**src/rtl/mem_stage_pkg.sv**
```systemverilog
// mem_stage shared definitions: load funct3 codes,
// FSM states and memory unit size.
package mem_stage_pkg;

  localparam logic [2:0] LB  = 3'b000;
  localparam logic [2:0] LH  = 3'b001;
  localparam logic [2:0] LW  = 3'b010;
  localparam logic [2:0] LBU = 3'b100;
  localparam logic [2:0] LHU = 3'b101;

  localparam int MemUnit = 4;

  typedef enum logic [0:0] {
    MEM_IDLE = 1'b0,
    MEM_RESP = 1'b1
  } mem_state_e;

endpackage

```
**src/rtl/mem_stage_if.sv**
```systemverilog
// Data-memory request/grant/response bus.
// master = pipeline side, slave = memory side.
interface mem_stage_if #(
  parameter int DW = 32,
  parameter int AW = 32
);
  import mem_stage_pkg::*;

  logic               req;
  logic               we;
  logic [MemUnit-1:0] wem;
  logic [AW-1:0]      addr;
  logic [DW-1:0]      wdata;
  logic               gnt;
  logic               rvalid;
  logic [DW-1:0]      rdata;

  modport master (
    output req, we, wem, addr, wdata,
    input  gnt, rvalid, rdata
  );

  modport slave (
    input  req, we, wem, addr, wdata,
    output gnt, rvalid, rdata
  );

endinterface

```
**src/rtl/gnrl_dfflr.sv**
```systemverilog
// Generic flop with load enable and
// asynchronous active-low reset to zero.
module gnrl_dfflr #(
  parameter int W = 1
) (
  input  logic         clk,
  input  logic         rst_n,
  input  logic         lden,
  input  logic [W-1:0] dnxt,
  output logic [W-1:0] qout
);

  always_ff @(posedge clk or negedge rst_n) begin
    if (!rst_n) begin
      qout <= '0;
    end else if (lden) begin
      qout <= dnxt;
    end
  end

endmodule

```
**src/rtl/mem_ld_ext.sv**
```systemverilog
// Load data alignment: picks byte/halfword lane
// and sign- or zero-extends to DW.
module mem_ld_ext
  import mem_stage_pkg::*;
#(
  parameter int DW = 32
) (
  input  logic [DW-1:0] i_rdata,
  input  logic [1:0]    i_off,
  input  logic [2:0]    i_funct3,
  output logic [DW-1:0] o_data
);

  logic [7:0]  w_byte;
  logic [15:0] w_half;

  assign w_byte = i_rdata[{i_off, 3'b000} +: 8];
  assign w_half = i_rdata[{i_off[1], 4'b0000} +: 16];

  always_comb begin
    o_data = i_rdata;
    unique case (1'b1)
      (i_funct3 == LB):
        o_data = {{(DW-8){w_byte[7]}}, w_byte};
      (i_funct3 == LBU):
        o_data = {{(DW-8){1'b0}}, w_byte};
      (i_funct3 == LH):
        o_data = {{(DW-16){w_half[15]}}, w_half};
      (i_funct3 == LHU):
        o_data = {{(DW-16){1'b0}}, w_half};
      default:
        o_data = i_rdata;
    endcase
  end

endmodule

```
**src/rtl/mem_stage.sv**
```systemverilog
// Memory-access stage: issues loads/stores, holds
// the pipeline while outstanding, extends load data.
module mem_stage
  import mem_stage_pkg::*;
#(
  parameter int DW = 32,
  parameter int AW = 32
) (
  input  logic               clk,
  input  logic               rstn,
  input  logic [31:0]        inst_i,
  input  logic [31:0]        instaddr_i,
  input  logic               cs_i,
  input  logic               mem_we_i,
  input  logic [MemUnit-1:0] mem_wem_i,
  input  logic [DW-1:0]      mem_din_i,
  input  logic [AW-1:0]      mem_addr_i,
  input  logic               regs_wen_i,
  input  logic [4:0]         rd_addr_i,
  input  logic [DW-1:0]      rd_data_i,
  mem_stage_if.master        dmem,
  output logic [31:0]        inst_o,
  output logic [31:0]        instaddr_o,
  output logic               regs_wen_o,
  output logic [4:0]         rd_addr_o,
  output logic [DW-1:0]      rd_data_o,
  output logic               stall_o,
  output logic               misalign_o
);

  mem_state_e  r_state;
  mem_state_e  w_nxt;
  logic [0:0]  w_state_q;
  logic [4:0]  r_ctx;
  logic        w_ctx_ld;
  logic [2:0]  w_funct3;
  logic        w_mis;
  logic [DW-1:0] w_ext;

  assign w_funct3 = inst_i[14:12];
  assign w_mis = cs_i & (
      ((w_funct3[1:0] == 2'b10) & (mem_addr_i[1:0] != 2'b00)) |
      ((w_funct3[1:0] == 2'b01) & mem_addr_i[0]));

  gnrl_dfflr #(.W(1)) u_state (
    .clk   (clk),
    .rst_n (rstn),
    .lden  (1'b1),
    .dnxt  (w_nxt),
    .qout  (w_state_q)
  );
  assign r_state = mem_state_e'(w_state_q);

  // RESP decodes from this snapshot, not the live inputs.
  gnrl_dfflr #(.W(5)) u_ctx (
    .clk   (clk),
    .rst_n (rstn),
    .lden  (w_ctx_ld),
    .dnxt  ({mem_addr_i[1:0], w_funct3}),
    .qout  (r_ctx)
  );

  mem_ld_ext #(.DW(DW)) u_ext (
    .i_rdata  (dmem.rdata),
    .i_off    (r_ctx[4:3]),
    .i_funct3 (r_ctx[2:0]),
    .o_data   (w_ext)
  );

  assign dmem.we    = mem_we_i;
  assign dmem.wem   = mem_wem_i;
  assign dmem.addr  = {mem_addr_i[AW-1:2], 2'b00};
  assign dmem.wdata = mem_din_i;

  assign inst_o     = inst_i;
  assign instaddr_o = instaddr_i;
  assign rd_addr_o  = rd_addr_i;

  always_comb begin
    w_nxt      = r_state;
    w_ctx_ld   = 1'b0;
    dmem.req   = 1'b0;
    stall_o    = 1'b0;
    misalign_o = 1'b0;
    regs_wen_o = regs_wen_i;
    rd_data_o  = rd_data_i;
    unique case (r_state)
      MEM_IDLE: begin
        if (cs_i) begin
          regs_wen_o = 1'b0;
          if (w_mis) begin
            misalign_o = 1'b1;
          end else begin
            dmem.req = 1'b1;
            if (!dmem.gnt) begin
              stall_o = 1'b1;
            end else if (!mem_we_i) begin
              stall_o  = 1'b1;
              w_ctx_ld = 1'b1;
              w_nxt    = MEM_RESP;
            end
          end
        end
      end
      MEM_RESP: begin
        stall_o    = ~dmem.rvalid;
        regs_wen_o = 1'b0;
        if (dmem.rvalid) begin
          rd_data_o  = w_ext;
          regs_wen_o = regs_wen_i;
          w_nxt      = MEM_IDLE;
        end
      end
      default: w_nxt = MEM_IDLE;
    endcase
  end

endmodule
```
**src/flat_wrapper.sv**
```systemverilog
// flat-port wrapper written by rule: the top's interface ports become plain ports
module mem_stage_flat import mem_stage_pkg::*;
#(
  parameter int DW = 32,
  parameter int AW = 32
)
  (clk, rstn, inst_i, instaddr_i, cs_i, mem_we_i, mem_wem_i, mem_din_i, mem_addr_i, regs_wen_i, rd_addr_i, rd_data_i, inst_o, instaddr_o, regs_wen_o, rd_addr_o, rd_data_o, stall_o, misalign_o, dmem_req, dmem_we, dmem_wem, dmem_addr, dmem_wdata, dmem_gnt, dmem_rvalid, dmem_rdata);
  mem_stage_if #(.DW(DW), .AW(AW)) dmem_i ();
  input  logic clk;
  input  logic rstn;
  input  logic [31:0] inst_i;
  input  logic [31:0] instaddr_i;
  input  logic cs_i;
  input  logic mem_we_i;
  input  logic [MemUnit-1:0] mem_wem_i;
  input  logic [DW-1:0] mem_din_i;
  input  logic [AW-1:0] mem_addr_i;
  input  logic regs_wen_i;
  input  logic [4:0] rd_addr_i;
  input  logic [DW-1:0] rd_data_i;
  output logic [31:0] inst_o;
  output logic [31:0] instaddr_o;
  output logic regs_wen_o;
  output logic [4:0] rd_addr_o;
  output logic [DW-1:0] rd_data_o;
  output logic stall_o;
  output logic misalign_o;
  output wire logic [$bits(dmem_i.req)-1:0] dmem_req;
  output wire logic [$bits(dmem_i.we)-1:0] dmem_we;
  output wire logic [$bits(dmem_i.wem)-1:0] dmem_wem;
  output wire logic [$bits(dmem_i.addr)-1:0] dmem_addr;
  output wire logic [$bits(dmem_i.wdata)-1:0] dmem_wdata;
  input wire logic [$bits(dmem_i.gnt)-1:0] dmem_gnt;
  input wire logic [$bits(dmem_i.rvalid)-1:0] dmem_rvalid;
  input wire logic [$bits(dmem_i.rdata)-1:0] dmem_rdata;
  assign dmem_req = dmem_i.req;
  assign dmem_we = dmem_i.we;
  assign dmem_wem = dmem_i.wem;
  assign dmem_addr = dmem_i.addr;
  assign dmem_wdata = dmem_i.wdata;
  assign dmem_i.gnt = dmem_gnt;
  assign dmem_i.rvalid = dmem_rvalid;
  assign dmem_i.rdata = dmem_rdata;
  mem_stage #(.DW(DW), .AW(AW)) u_core (.clk(clk), .rstn(rstn), .inst_i(inst_i), .instaddr_i(instaddr_i), .cs_i(cs_i), .mem_we_i(mem_we_i), .mem_wem_i(mem_wem_i), .mem_din_i(mem_din_i), .mem_addr_i(mem_addr_i), .regs_wen_i(regs_wen_i), .rd_addr_i(rd_addr_i), .rd_data_i(rd_data_i), .dmem(dmem_i), .inst_o(inst_o), .instaddr_o(instaddr_o), .regs_wen_o(regs_wen_o), .rd_addr_o(rd_addr_o), .rd_data_o(rd_data_o), .stall_o(stall_o), .misalign_o(misalign_o));
endmodule
```
**config.mk**
```make
export PLATFORM = sky130hd
export DESIGN_NAME = mem_stage_flat
export DESIGN_NICKNAME = d
export VERILOG_FILES = /design/src/rtl/mem_stage_pkg.sv /design/src/rtl/mem_stage_if.sv /design/src/rtl/gnrl_dfflr.sv /design/src/rtl/mem_ld_ext.sv /design/src/rtl/mem_stage.sv /design/src/flat_wrapper.sv
export SDC_FILE = /design/constraint.sdc
export NUM_CORES = 1
export LEC_CHECK = 0
export ABC_AREA = 1
export BUFFER_PORTS_ARGS = -buffer_cell sky130_fd_sc_hd__buf_2
export CAP_MARGIN = 40
export CORE_AREA = 3 3 149 151
export CTS_BUF_LIST = sky130_fd_sc_hd__clkbuf_4 sky130_fd_sc_hd__clkbuf_8 sky130_fd_sc_hd__clkbuf_16
export DETAILED_ROUTE_END_ITERATION = 10
export DIE_AREA = 0 0 152 154
export GPL_TIMING_DRIVEN = 0
export PLACE_DENSITY = 0.52
export SYNTH_ARGS = -nofsm -noshare
export SYNTH_HDL_FRONTEND = slang
export SYNTH_SLANG_ARGS = --single-unit
```
**constraint.sdc**
```tcl
create_clock -name clk -period 2.8 [get_ports clk]
set_clock_uncertainty 0.1 [all_clocks]
set_input_delay 0.14 -clock clk [delete_from_list [all_inputs] [get_ports clk]]
set_output_delay 0.14 -clock clk [all_outputs]
set_load 0.05 [all_outputs]
```
==> run_results.csv <==
group,metric,value,unit
cts,clock_latency,220,ps
pwr,ir_drop,268.3,uV
sta,hold_viol,0,
finish,final_net_count,913,
drt,vias_per_cell,3.561,
placed_design,io_buffers,247,
placed_design,gp_congestion,0.8001,
logic_synthesis,synth_common_cells,"buf_4 (139), nand2_1 (124), inv_1 (42)",
setup_path,reg2regPathDepth,6,
global_routing,grt_usage,10.79,%
logic_synthesis,syn_inst,451,
outcome,status,"finished, final reports clean",
floorplanning,coreArea,20960,um^2
sta,setup_viol,0,
setup_path,critPathArrivalTime,1980,ps
setup_path,crit_required,2560,ps
cts,cts-buffers-inserted,3,
logic_synthesis,seq_area_frac_synth,5.834,%
cts,h-tree-depth,1,
cts,root_buffer,"clkbuf_16",
placed_design,post-place-cells,974,
cts,cts_buffer_depth,2,
drt,wl,13.94,mm
sta,slew_headroom,64.15,%
floorplanning,dieHeight,154,um
finish,fin_cells,978,
global_routing,grt_max_degree,11,
finish,n_fill_cell,2437,
setup_path,worst_setup_path_start_kind,"flop",
finish,areaGrowthSynthToFinish,64.85,%
logic_synthesis,yosysTopAreaCell,"buf_4",
global_routing,grt_pass1_vias,3312,
sta,period_needed,2223,ps
global_routing,grt-ovfl-total,0,
sta,tightest_slew,537.7,ps
floorplanning,die-area,23410,um^2
logic_synthesis,synthArstFlopShare,100.0,%
global_routing,antenna_found_initial,3,
logic_synthesis,synth_flop_cell,"dfrtp_1",
sta,fmax,0.4498,GHz
cts,cts_tree,"built",
logic_synthesis,yosysWarningCount,0,
floorplanning,rows,53,
sta,report.final.slew_viol_count,0,
logic_synthesis,syn_area,2574,um^2
setup_path,crit_type,"reg2out",
sta,period_share,79.40,%
cts,hold_buffers,1,
floorplanning,initial_core_util,12.28,%
cts,post-cts-setup-buffer-count,0,
cts,cts_sinks,6,
logic_synthesis,synth_edf_count,0,
sta,tns,0,ps
global_routing,grt_first_pass_wirelength,19.75,mm
drt,first_pass_iters,4,
setup_path,cp-end-kind,"output port",
logic_synthesis,syn_avg_cell_area,5.707,um^2
run,cap_viol_max_count,0,
logic_synthesis,yosysMostFrequentCell,"buf_4",
drt,drt-initial-drc-count,165,
sta,rsz0062_at_grt,"no",
pwr,cellLeakagePower,2.641,nW
worst_hold_path,hp-class,"in2reg",
finish,num_antenna_cells,0,
floorplanning,die_w,152,um
drt,vias,3483,
logic_synthesis,ys_types,21,
logic_synthesis,synthTopCellsByArea,"buf_4 (41%), nand2_1 (18%), a21oi_1 (6.6%)",
worst_hold_path,whs_path_depth,3,
drt,drc,0,
cts,cts_resized,0,
pwr,p_per_area,414.5,nW/um^2
logic_synthesis,synth_top_area_share,40.54,%
setup_path,worstPathMaxFanout,10,
floorplanning,ios,382,
placed_design,dp_hpwl,12.84,mm
finish,drive_above_1_share,61.02,%
logic_synthesis,synth_seq_cells,6,
drt,wl_per_cell,14.25,um
drt,ant_nets,0,
cts,clkTransAtPathRegs,30,ps
worst max-delay path, cell delays in order, from the launching register on:
cell     delay (ps)
dfrtp_1         360
buf_2           190
nor2_1          200
nand2_1         130
inv_1           200
nand3_1         120
nand3_1         120
o21ai_0         110
inv_1            60
buf_2           260
final cells by class:
cell class                 instances  area [um^2]  share of cell area, %
buffer                           154         1122                  26.45
clock buffer                       3        75.07                  1.769
multi-input combinational        248         1137                  26.81
timing repair buffer             248         1246                  29.37
inverter                          44        167.7                  3.952
tap                              275        344.1                  8.110
sequential                         6        150.1                  3.539
logic make-up after synthesis:
group	share of synthesized area [%]
AOI/OAI and AO/OA	9.236
and+or+nand+nor	34.66
DFF	5.834
other	0.1457
buffers and inverters	50.12
cells in the final DEF, fill, tap and decap left out, types with 3 or more instances in the layout:
master       n
buf_2      253
buf_4      139
nand2_1    124
inv_1       42
a21oi_1     34
nand3_1     22
nor2_1      21
or2_2       16
o21ai_0     11
nand3_2     10
dfrtp_1      6
clkbuf_1     5
clkbuf_16    3
registers in the layout (all words and copies together) (netlist names):
| name | flops |
|---|---|
| u_core.u_ctx.qout | 5 |
| u_core.u_state.qout | 1 |
through the flow:
stage | utilization [%] | area, um^2 | hold WS (ps) | setup slack (ps) | power [W]
6_report | 20.25 | 4243 | 76.07 | 576.7 | 0.001759
5_1_grt | 20.25 | 4243 | 105.2 | 389.7 | 0.001883
4_1_cts | 20.25 | 4243 | 76.82 | 535.2 | 0.001777
3_5_place_dp | 19.84 | 4158 | -124.4 | 773.8 | 0.001542
3_3_place_gp | 19.84 | 4158 | -128.8 | 764.0 | 0.001539
2_1_floorplan | - | 2577 | -255.6 | 610.6 | 0.001211
final timing paths:
path | from | to | slack (ps)
worst max-delay path | u_core.u_ctx.qout[0]$_DFFE_PN0P_ | rd_data_o[1] | 580
min in group asynchronous | rstn | u_core.u_ctx.qout[2]$_DFFE_PN0P_ | 170
worst min register to register | u_core.u_ctx.qout[2]$_DFFE_PN0P_ | u_core.u_ctx.qout[2]$_DFFE_PN0P_ | 440
max in group asynchronous | rstn | u_core.u_ctx.qout[4]$_DFFE_PN0P_ | 2280
worst min-delay path | inst_i[14] | u_core.u_ctx.qout[2]$_DFFE_PN0P_ | 80
worst max register to register | u_core.u_state.qout$_DFF_PN0_ | u_core.u_ctx.qout[2]$_DFFE_PN0P_ | 1380
power by group:
group,switching [W],internal (W)
combinational,0.000991,0.000413
clock,0.0000459,0.000183
sequential,0.0000212,0.000105
total,0.00106,0.000701
layer usage:
layer	vias to the layer above	global-route usage [%]	routed length, um
met2	212	19.88	7197
li1	1749	-	-
met3	8	2.618	1298
met1	1508	13.19	5366
met4	6	1.027	36
met5	-	0	41
(Power assumes the default switching activity.)
